==> src/rtl/chunked_subtractor_if.sv <==
// Operand/result handshake bundle for chunked_subtractor: operands flow master->slave,
// result and flags flow back; both directions use valid/ready.
interface chunked_subtractor_if #(
  parameter int DATA_WIDTH = 8
);
  logic                  in_valid;
  logic                  in_ready;
  logic [DATA_WIDTH-1:0] a;
  logic [DATA_WIDTH-1:0] b;
  logic                  borrow_in;
  logic                  out_valid;
  logic                  out_ready;
  logic [DATA_WIDTH-1:0] diff;
  logic                  borrow_out;
  logic                  zero;
  logic                  negative;
  logic                  overflow;

  modport master (
    output in_valid, a, b, borrow_in, out_ready,
    input  in_ready, out_valid, diff, borrow_out, zero, negative, overflow
  );

  modport slave (
    input  in_valid, a, b, borrow_in, out_ready,
    output in_ready, out_valid, diff, borrow_out, zero, negative, overflow
  );
endinterface

==> src/rtl/chunked_subtractor.sv <==
// Multi-cycle A - B - Bin, CHUNK_WIDTH bits per clock; result valid DATA_WIDTH/CHUNK_WIDTH clocks after accept.
// One operation in flight: in_ready only in IDLE, result held indefinitely while out_ready is low.
module chunked_subtractor #(
  parameter int DATA_WIDTH  = 8,
  parameter int CHUNK_WIDTH = 2
) (
  input  logic                clk,
  input  logic                rst,
  chunked_subtractor_if.slave bus
);
  localparam int N     = DATA_WIDTH / CHUNK_WIDTH;
  localparam int IDX_W = (N > 1) ? $clog2(N) : 1;
  localparam logic [IDX_W-1:0] LAST_IDX = IDX_W'(N - 1);

  generate
    if ((CHUNK_WIDTH < 1) || (DATA_WIDTH < 1) || ((DATA_WIDTH % CHUNK_WIDTH) != 0)) begin : g_param_check
      $error("chunked_subtractor: DATA_WIDTH must be a positive multiple of CHUNK_WIDTH");
    end
  endgenerate

  typedef enum logic [1:0] {IDLE, RUN, DONE} state_t;

  state_t                state_q, state_d;
  logic [IDX_W-1:0]      idx_q, idx_d;
  logic                  borrow_q, borrow_d;
  logic [DATA_WIDTH-1:0] a_q, a_d;
  logic [DATA_WIDTH-1:0] b_q, b_d;
  logic [DATA_WIDTH-1:0] diff_q, diff_d;
  logic                  a_msb_q, a_msb_d;
  logic                  b_msb_q, b_msb_d;
  logic                  borrow_out_q, borrow_out_d;
  logic                  zero_q, zero_d;
  logic                  negative_q, negative_d;
  logic                  overflow_q, overflow_d;

  // Operands shift right each chunk, so the active chunk is always the low slice;
  // the extra top bit of the chunk subtract is the borrow into the next chunk.
  logic [CHUNK_WIDTH:0] chunk_sub;
  assign chunk_sub = {1'b0, a_q[CHUNK_WIDTH-1:0]}
                   - {1'b0, b_q[CHUNK_WIDTH-1:0]}
                   - {{CHUNK_WIDTH{1'b0}}, borrow_q};

  always_comb begin
    state_d      = state_q;
    idx_d        = idx_q;
    borrow_d     = borrow_q;
    a_d          = a_q;
    b_d          = b_q;
    diff_d       = diff_q;
    a_msb_d      = a_msb_q;
    b_msb_d      = b_msb_q;
    borrow_out_d = borrow_out_q;
    zero_d       = zero_q;
    negative_d   = negative_q;
    overflow_d   = overflow_q;

    case (state_q)
      IDLE: begin
        if (bus.in_valid) begin
          a_d      = bus.a;
          b_d      = bus.b;
          borrow_d = bus.borrow_in;
          a_msb_d  = bus.a[DATA_WIDTH-1];
          b_msb_d  = bus.b[DATA_WIDTH-1];
          idx_d    = '0;
          state_d  = RUN;
        end
      end
      RUN: begin
        a_d      = a_q >> CHUNK_WIDTH;
        b_d      = b_q >> CHUNK_WIDTH;
        diff_d   = (diff_q >> CHUNK_WIDTH)
                 | (DATA_WIDTH'(chunk_sub[CHUNK_WIDTH-1:0]) << (DATA_WIDTH - CHUNK_WIDTH));
        borrow_d = chunk_sub[CHUNK_WIDTH];
        idx_d    = idx_q + IDX_W'(1);
        if (idx_q == LAST_IDX) begin
          idx_d        = '0;
          borrow_out_d = chunk_sub[CHUNK_WIDTH];
          zero_d       = (diff_d == '0);
          negative_d   = diff_d[DATA_WIDTH-1];
          overflow_d   = (a_msb_q != b_msb_q) && (diff_d[DATA_WIDTH-1] != a_msb_q);
          state_d      = DONE;
        end
      end
      DONE: begin
        if (bus.out_ready) begin
          state_d = IDLE;
        end
      end
      default: state_d = IDLE;
    endcase
  end

  always_ff @(posedge clk) begin
    if (rst) begin
      state_q      <= IDLE;
      idx_q        <= '0;
      borrow_q     <= 1'b0;
      a_q          <= '0;
      b_q          <= '0;
      diff_q       <= '0;
      a_msb_q      <= 1'b0;
      b_msb_q      <= 1'b0;
      borrow_out_q <= 1'b0;
      zero_q       <= 1'b0;
      negative_q   <= 1'b0;
      overflow_q   <= 1'b0;
    end else begin
      state_q      <= state_d;
      idx_q        <= idx_d;
      borrow_q     <= borrow_d;
      a_q          <= a_d;
      b_q          <= b_d;
      diff_q       <= diff_d;
      a_msb_q      <= a_msb_d;
      b_msb_q      <= b_msb_d;
      borrow_out_q <= borrow_out_d;
      zero_q       <= zero_d;
      negative_q   <= negative_d;
      overflow_q   <= overflow_d;
    end
  end

  assign bus.in_ready   = (state_q == IDLE);
  assign bus.out_valid  = (state_q == DONE);
  assign bus.diff       = diff_q;
  assign bus.borrow_out = borrow_out_q;
  assign bus.zero       = zero_q;
  assign bus.negative   = negative_q;
  assign bus.overflow   = overflow_q;
endmodule

==> src/flat_wrapper.sv <==
// flat-port wrapper written by rule: the top's interface ports become plain ports
module chunked_subtractor_flat 
#(
  parameter int DATA_WIDTH  = 8,
  parameter int CHUNK_WIDTH = 2
)
  (clk, rst, bus_in_valid, bus_a, bus_b, bus_borrow_in, bus_out_ready, bus_in_ready, bus_out_valid, bus_diff, bus_borrow_out, bus_zero, bus_negative, bus_overflow);
  chunked_subtractor_if #(.DATA_WIDTH(DATA_WIDTH)) bus_i ();
  input  logic clk;
  input  logic rst;
  input wire logic [$bits(bus_i.in_valid)-1:0] bus_in_valid;
  input wire logic [$bits(bus_i.a)-1:0] bus_a;
  input wire logic [$bits(bus_i.b)-1:0] bus_b;
  input wire logic [$bits(bus_i.borrow_in)-1:0] bus_borrow_in;
  input wire logic [$bits(bus_i.out_ready)-1:0] bus_out_ready;
  output wire logic [$bits(bus_i.in_ready)-1:0] bus_in_ready;
  output wire logic [$bits(bus_i.out_valid)-1:0] bus_out_valid;
  output wire logic [$bits(bus_i.diff)-1:0] bus_diff;
  output wire logic [$bits(bus_i.borrow_out)-1:0] bus_borrow_out;
  output wire logic [$bits(bus_i.zero)-1:0] bus_zero;
  output wire logic [$bits(bus_i.negative)-1:0] bus_negative;
  output wire logic [$bits(bus_i.overflow)-1:0] bus_overflow;
  assign bus_i.in_valid = bus_in_valid;
  assign bus_i.a = bus_a;
  assign bus_i.b = bus_b;
  assign bus_i.borrow_in = bus_borrow_in;
  assign bus_i.out_ready = bus_out_ready;
  assign bus_in_ready = bus_i.in_ready;
  assign bus_out_valid = bus_i.out_valid;
  assign bus_diff = bus_i.diff;
  assign bus_borrow_out = bus_i.borrow_out;
  assign bus_zero = bus_i.zero;
  assign bus_negative = bus_i.negative;
  assign bus_overflow = bus_i.overflow;
  chunked_subtractor #(.DATA_WIDTH(DATA_WIDTH), .CHUNK_WIDTH(CHUNK_WIDTH)) u_core (.clk(clk), .rst(rst), .bus(bus_i));
endmodule
==> config.mk <==
export PLATFORM = sky130hd
export DESIGN_NAME = chunked_subtractor_flat
export DESIGN_NICKNAME = d
export VERILOG_FILES = /design/src/rtl/chunked_subtractor_if.sv /design/src/rtl/chunked_subtractor.sv /design/src/flat_wrapper.sv
export SDC_FILE = /design/constraint.sdc
export NUM_CORES = 1
export LEC_CHECK = 0
export ABC_AREA = 1
export ABC_CLOCK_PERIOD_IN_PS = 2100
export CAP_MARGIN = 20
export CORE_UTILIZATION = 44
export DETAILED_ROUTE_END_ITERATION = 10
export PLACE_DENSITY = 0.8
export SLEW_MARGIN = 20
export SYNTH_ARGS = -nofsm -noshare
export SYNTH_HDL_FRONTEND = slang
export SYNTH_SLANG_ARGS = --single-unit
==> constraint.sdc <==
create_clock -name clk -period 2.1 [get_ports clk]
set_input_delay 0.63 -clock clk [delete_from_list [all_inputs] [get_ports clk]]
set_output_delay 0.63 -clock clk [all_outputs]
set_load 0.02 [all_outputs]
==> impl.org <==
** STA
- After layout, the minimum clock period comes to 2.33 ns.
- Setup TNS after final layout :: -0.805 ns
- In this run the tightest slew margin relative to its limit is 0.580.
- Number of pins with negative max-slew slack in the final report :: 0
- The final hold violation count came to 0.
- Setup repair after global routing could not meet its margin everywhere.
- At the pin with the least slew margin, the transition time is 0.628 ns.
- Across the routed clock network, the largest skew measured is 0.00401 ns.
- Worst setup margin :: -0.235 ns
- Number of failing setup endpoints in the final timing report :: 4
- In the finished design, the share of the clock period the worst path needs comes to 1.11.
- Highest Clock Rate :: 428 MHz

** Hold path
- The worst hold path belongs to the class flip-flop to flip-flop.

** Power
- Total power consumption of the routed design :: 0.00152 W
- In this run the power density over the cells is 752 nW/µm².
- For this design the static power due to leakage is 0.867 nW.
- Largest voltage drop on the vdd net :: 445 µV

** CTS
- Hold repair after CTS inserted 0 buffers.
- Htree depth :: 2
- In this run, CTS created clock tree buffers numbering 5.
- Clock-pin slew on the worst setup and hold paths :: 0.10 ns
- The clock passes through at most 2 buffers.
- CTS Sinks :: 35
- For the worst-skew pair, the clock arrives at the later sink with an insertion delay of 0.34 ns.
- The tree is rooted in a sky130_fd_sc_hd__clkbuf_4.
- TritonCTS built the clock tree.

** Cells and area
- 0 antenna diodes ended up in the layout.
- In the final layout, the share of cells above drive strength 1 is 0.105.
- The final layout contains 283 nets.
- For this run, the number of standard cells in the final layout without fillers is 304.
- Most common cell after layout, fill and taps aside :: sky130_fd_sc_hd__nand2_1
- From synthesis to final layout, the design area changed by 29.4%.
- Top library cells by usage in the layout, fill and taps aside :: 64 x sky130_fd_sc_hd__nand2_1, 44 x sky130_fd_sc_hd__nor2_1, 33 x sky130_fd_sc_hd__dfxtp_1, 32 x sky130_fd_sc_hd__clkdlybuf4s50_1, 13 x sky130_fd_sc_hd__a21oi_1

** Floorplanning
- The die is 61.5 µm wide.
- Total core area :: 3360 µm²
- The die covers 3780 µm².
- From bottom edge to top edge, the die measures 61.5 µm.
- For this configuration, the core starts out at a cell density of 0.463.
- The initialized floorplan defines 21 standard-cell rows.
- Top-level I/O count :: 35

** Logic synthesis
- The share of the Yosys chip area taken by registers is 0.450.
- Of the total synthesized cell area, the portion taken by XOR and XNOR cells is 0.
- Measured against the total synthesized area, the mux share comes to 0.
- Post-Synth Adder-Cell Area :: 0.0498
- After synthesis, the largest family of logic cells by area is simple AND/OR/NAND/NOR gates.
- Warnings, synthesis :: 0
- Avg Synthesized Cell Area :: 7.02 µm²
- Register bit total from synthesis :: 35
- Synthesized area :: 1560 µm²
- The netlist uses 21 different library cells.
- Synthesis produced a netlist whose cell count is 222.
- Complex-gate fraction of the synthesized area :: 0.131
- Synthesized-area fraction occupied by and/or/nand/nor cells :: 0.293
- When the netlist entered floorplanning its net count stood at 248.

** Global route
- Summed over all layers, the global routing overflow is 0.
- Entering global routing, the biggest net connects 26 pins.
- Wire length of the first global-routing pass :: 5260 µm
- The number of global-route vias before repair is 1201.
- In the global route stage, overall resource usage came out at 0.194.
- Antenna violations before repair :: 0

** Worst setup path
- Together, buffers and inverters on the worst path number 3.
- Data arrival time of the critical path :: 2.61 ns
- The critical path goes through inv_2 > fa_1 > inv_1 > ha_2 > or2_4 > fa_2 > buf_4 > nand3_1 > a21oi_1.
- Critical path type :: flip-flop to flip-flop
- In this run the worst path has a maximum fanout of 5.
- Crit path required time :: 2.38 ns
- Crit. End Element :: flip-flop
- The largest single stage delay on the critical path is 0.59 ns.
- The slowest stage of the critical path belongs to the cell sky130_fd_sc_hd__fa_2.
- CP startpoint kind :: flip-flop
- Largest delay share family, worst path :: adder cells
- In this run the register-to-register setup slack is -0.23 ns.

** Detailed routing
- Post-detailed-route wirelength per cell :: 10.9 µm
- 1st-iter DRT viols :: 54
- The routed layout has 1460 vias.
- The detail route stage leaves a number of antenna-violating nets equal to 0.
- Wire length reported by the detailed router :: 3300 µm
- Count of TritonRoute iterations in the first routing pass :: 4
- In the routed design, unresolved DRC markers number 0.
- Vias/cell :: 4.80

** Placement
- Cell count after placement :: 295
- The wire-length estimate of the detail-placed layout is 2190 µm.
- Number of port buffers :: 34
- Final weighted congestion of routability-driven global placement :: 0.721

** Status
- Run status :: finished with violations
- The checks that failed: negative setup slack.

** Flow run
- Across the run, the number of max-cap violations was 0.
==> final timing paths <==
kind | start | end | cells after the start
worst max register to register | u_core.b_q[0] | u_core.bus.negative | 9
worst min-delay path | u_core.b_q[7] | u_core.b_q[7] | 2
worst min register to register | u_core.b_q[7] | u_core.b_q[7] | 2
worst max-delay path | u_core.b_q[0] | u_core.bus.negative | 9
==> metrics by stage <==
step	setup slack [ns]	instance area (µm²)	utilization	hold WS, ns
after floorplan	-0.163	1560	-	0.435
after global placement	-0.225	1920	0.571	0.450
after CTS	-0.221	1990	0.592	0.474
after detailed placement	-0.285	1920	0.571	0.458
after global routing	-0.370	2020	0.599	0.492
final	-0.235	2020	0.599	0.477
==> worst min-delay path, stage by stage (launching register included) <==
cell                      delay [ns]
sky130_fd_sc_hd__dfxtp_1        0.33
sky130_fd_sc_hd__nand2_1        0.06
sky130_fd_sc_hd__a21oi_1        0.05
==> layout make-up <==
class | count | area, µm²
Fill cell | 337 | 1350
Multi-Input combinational cell | 161 | 762
Sequential cell | 35 | 703
Timing Repair Buffer | 37 | 360
Clock buffer | 8 | 68.8
Inverter | 17 | 63.8
Tap cell | 46 | 57.6
==> flip-flops by register name, indices dropped and copies added, names as in the netlist <==
signal / count
u_core.bus.borrow_out: 1
u_core.a_msb_q: 1
u_core.borrow_q: 1
u_core.bus.negative: 1
u_core.bus.diff: 8
u_core.b_msb_q: 1
u_core.a_q: 8
u_core.idx_q: 2
u_core.state_q: 2
u_core.bus.zero: 1
u_core.bus.overflow: 1
u_core.b_q: 8
==> timing repair <==
action | in CTS | in global routing
hold endpoints to repair | 0 | 0
buffers inserted | 0 | 1
pin swaps | 7 | 6
endpoints found under the setup margin | 8 | 6
resized for setup | 5 | 5
==> synth_stat cells <==
master / count / share of area
sky130_fd_sc_hd__nor2_4: 1 / 0.0072
sky130_fd_sc_hd__o21ai_2: 1 / 0.0056
sky130_fd_sc_hd__buf_6: 1 / 0.0072
sky130_fd_sc_hd__nor2_1: 44 / 0.11
sky130_fd_sc_hd__inv_1: 14 / 0.034
sky130_fd_sc_hd__or2_2: 1 / 0.0040
sky130_fd_sc_hd__inv_2: 3 / 0.0072
sky130_fd_sc_hd__dfxtp_1: 35 / 0.45
sky130_fd_sc_hd__o21ai_0: 9 / 0.029
sky130_fd_sc_hd__a21oi_1: 14 / 0.045
sky130_fd_sc_hd__clkbuf_1: 3 / 0.0072
sky130_fd_sc_hd__o21a_1: 1 / 0.0048
sky130_fd_sc_hd__o21ai_1: 12 / 0.039
sky130_fd_sc_hd__nor3_1: 2 / 0.0064
sky130_fd_sc_hd__a31oi_1: 2 / 0.0080
sky130_fd_sc_hd__nand2_1: 65 / 0.16
sky130_fd_sc_hd__fa_1: 2 / 0.026
sky130_fd_sc_hd__buf_2: 2 / 0.0064
sky130_fd_sc_hd__buf_4: 3 / 0.014
sky130_fd_sc_hd__ha_1: 3 / 0.024
sky130_fd_sc_hd__nand3_1: 4 / 0.013
==> metal layers <==
layer	vias to the layer above	part of all wire	GRT usage
li1	767	-	-
met1	642	0.49	0.252
met2	46	0.44	0.303
met3	5	0.057	0.0630
met4	0	0.012	0.0667
met5	-	0	0
==> power by group <==
part	total (W)	internal (W)	switching, W
registers	0.000747	0.000713	0.0000337
clock network	0.000422	0.000197	0.000224
logic	0.000346	0.000157	0.000190
total	0.00152	0.00107	0.000448
==> kinds of logic after synthesis <==
| group | count (synthesis) |
|---|---|
| fa+ha+maj | 5 |
| buf+inv | 26 |
| compound gates | 39 |
| simple gates | 117 |
| flops | 35 |
No activity file was read; power rests on OpenSTA's default activity.
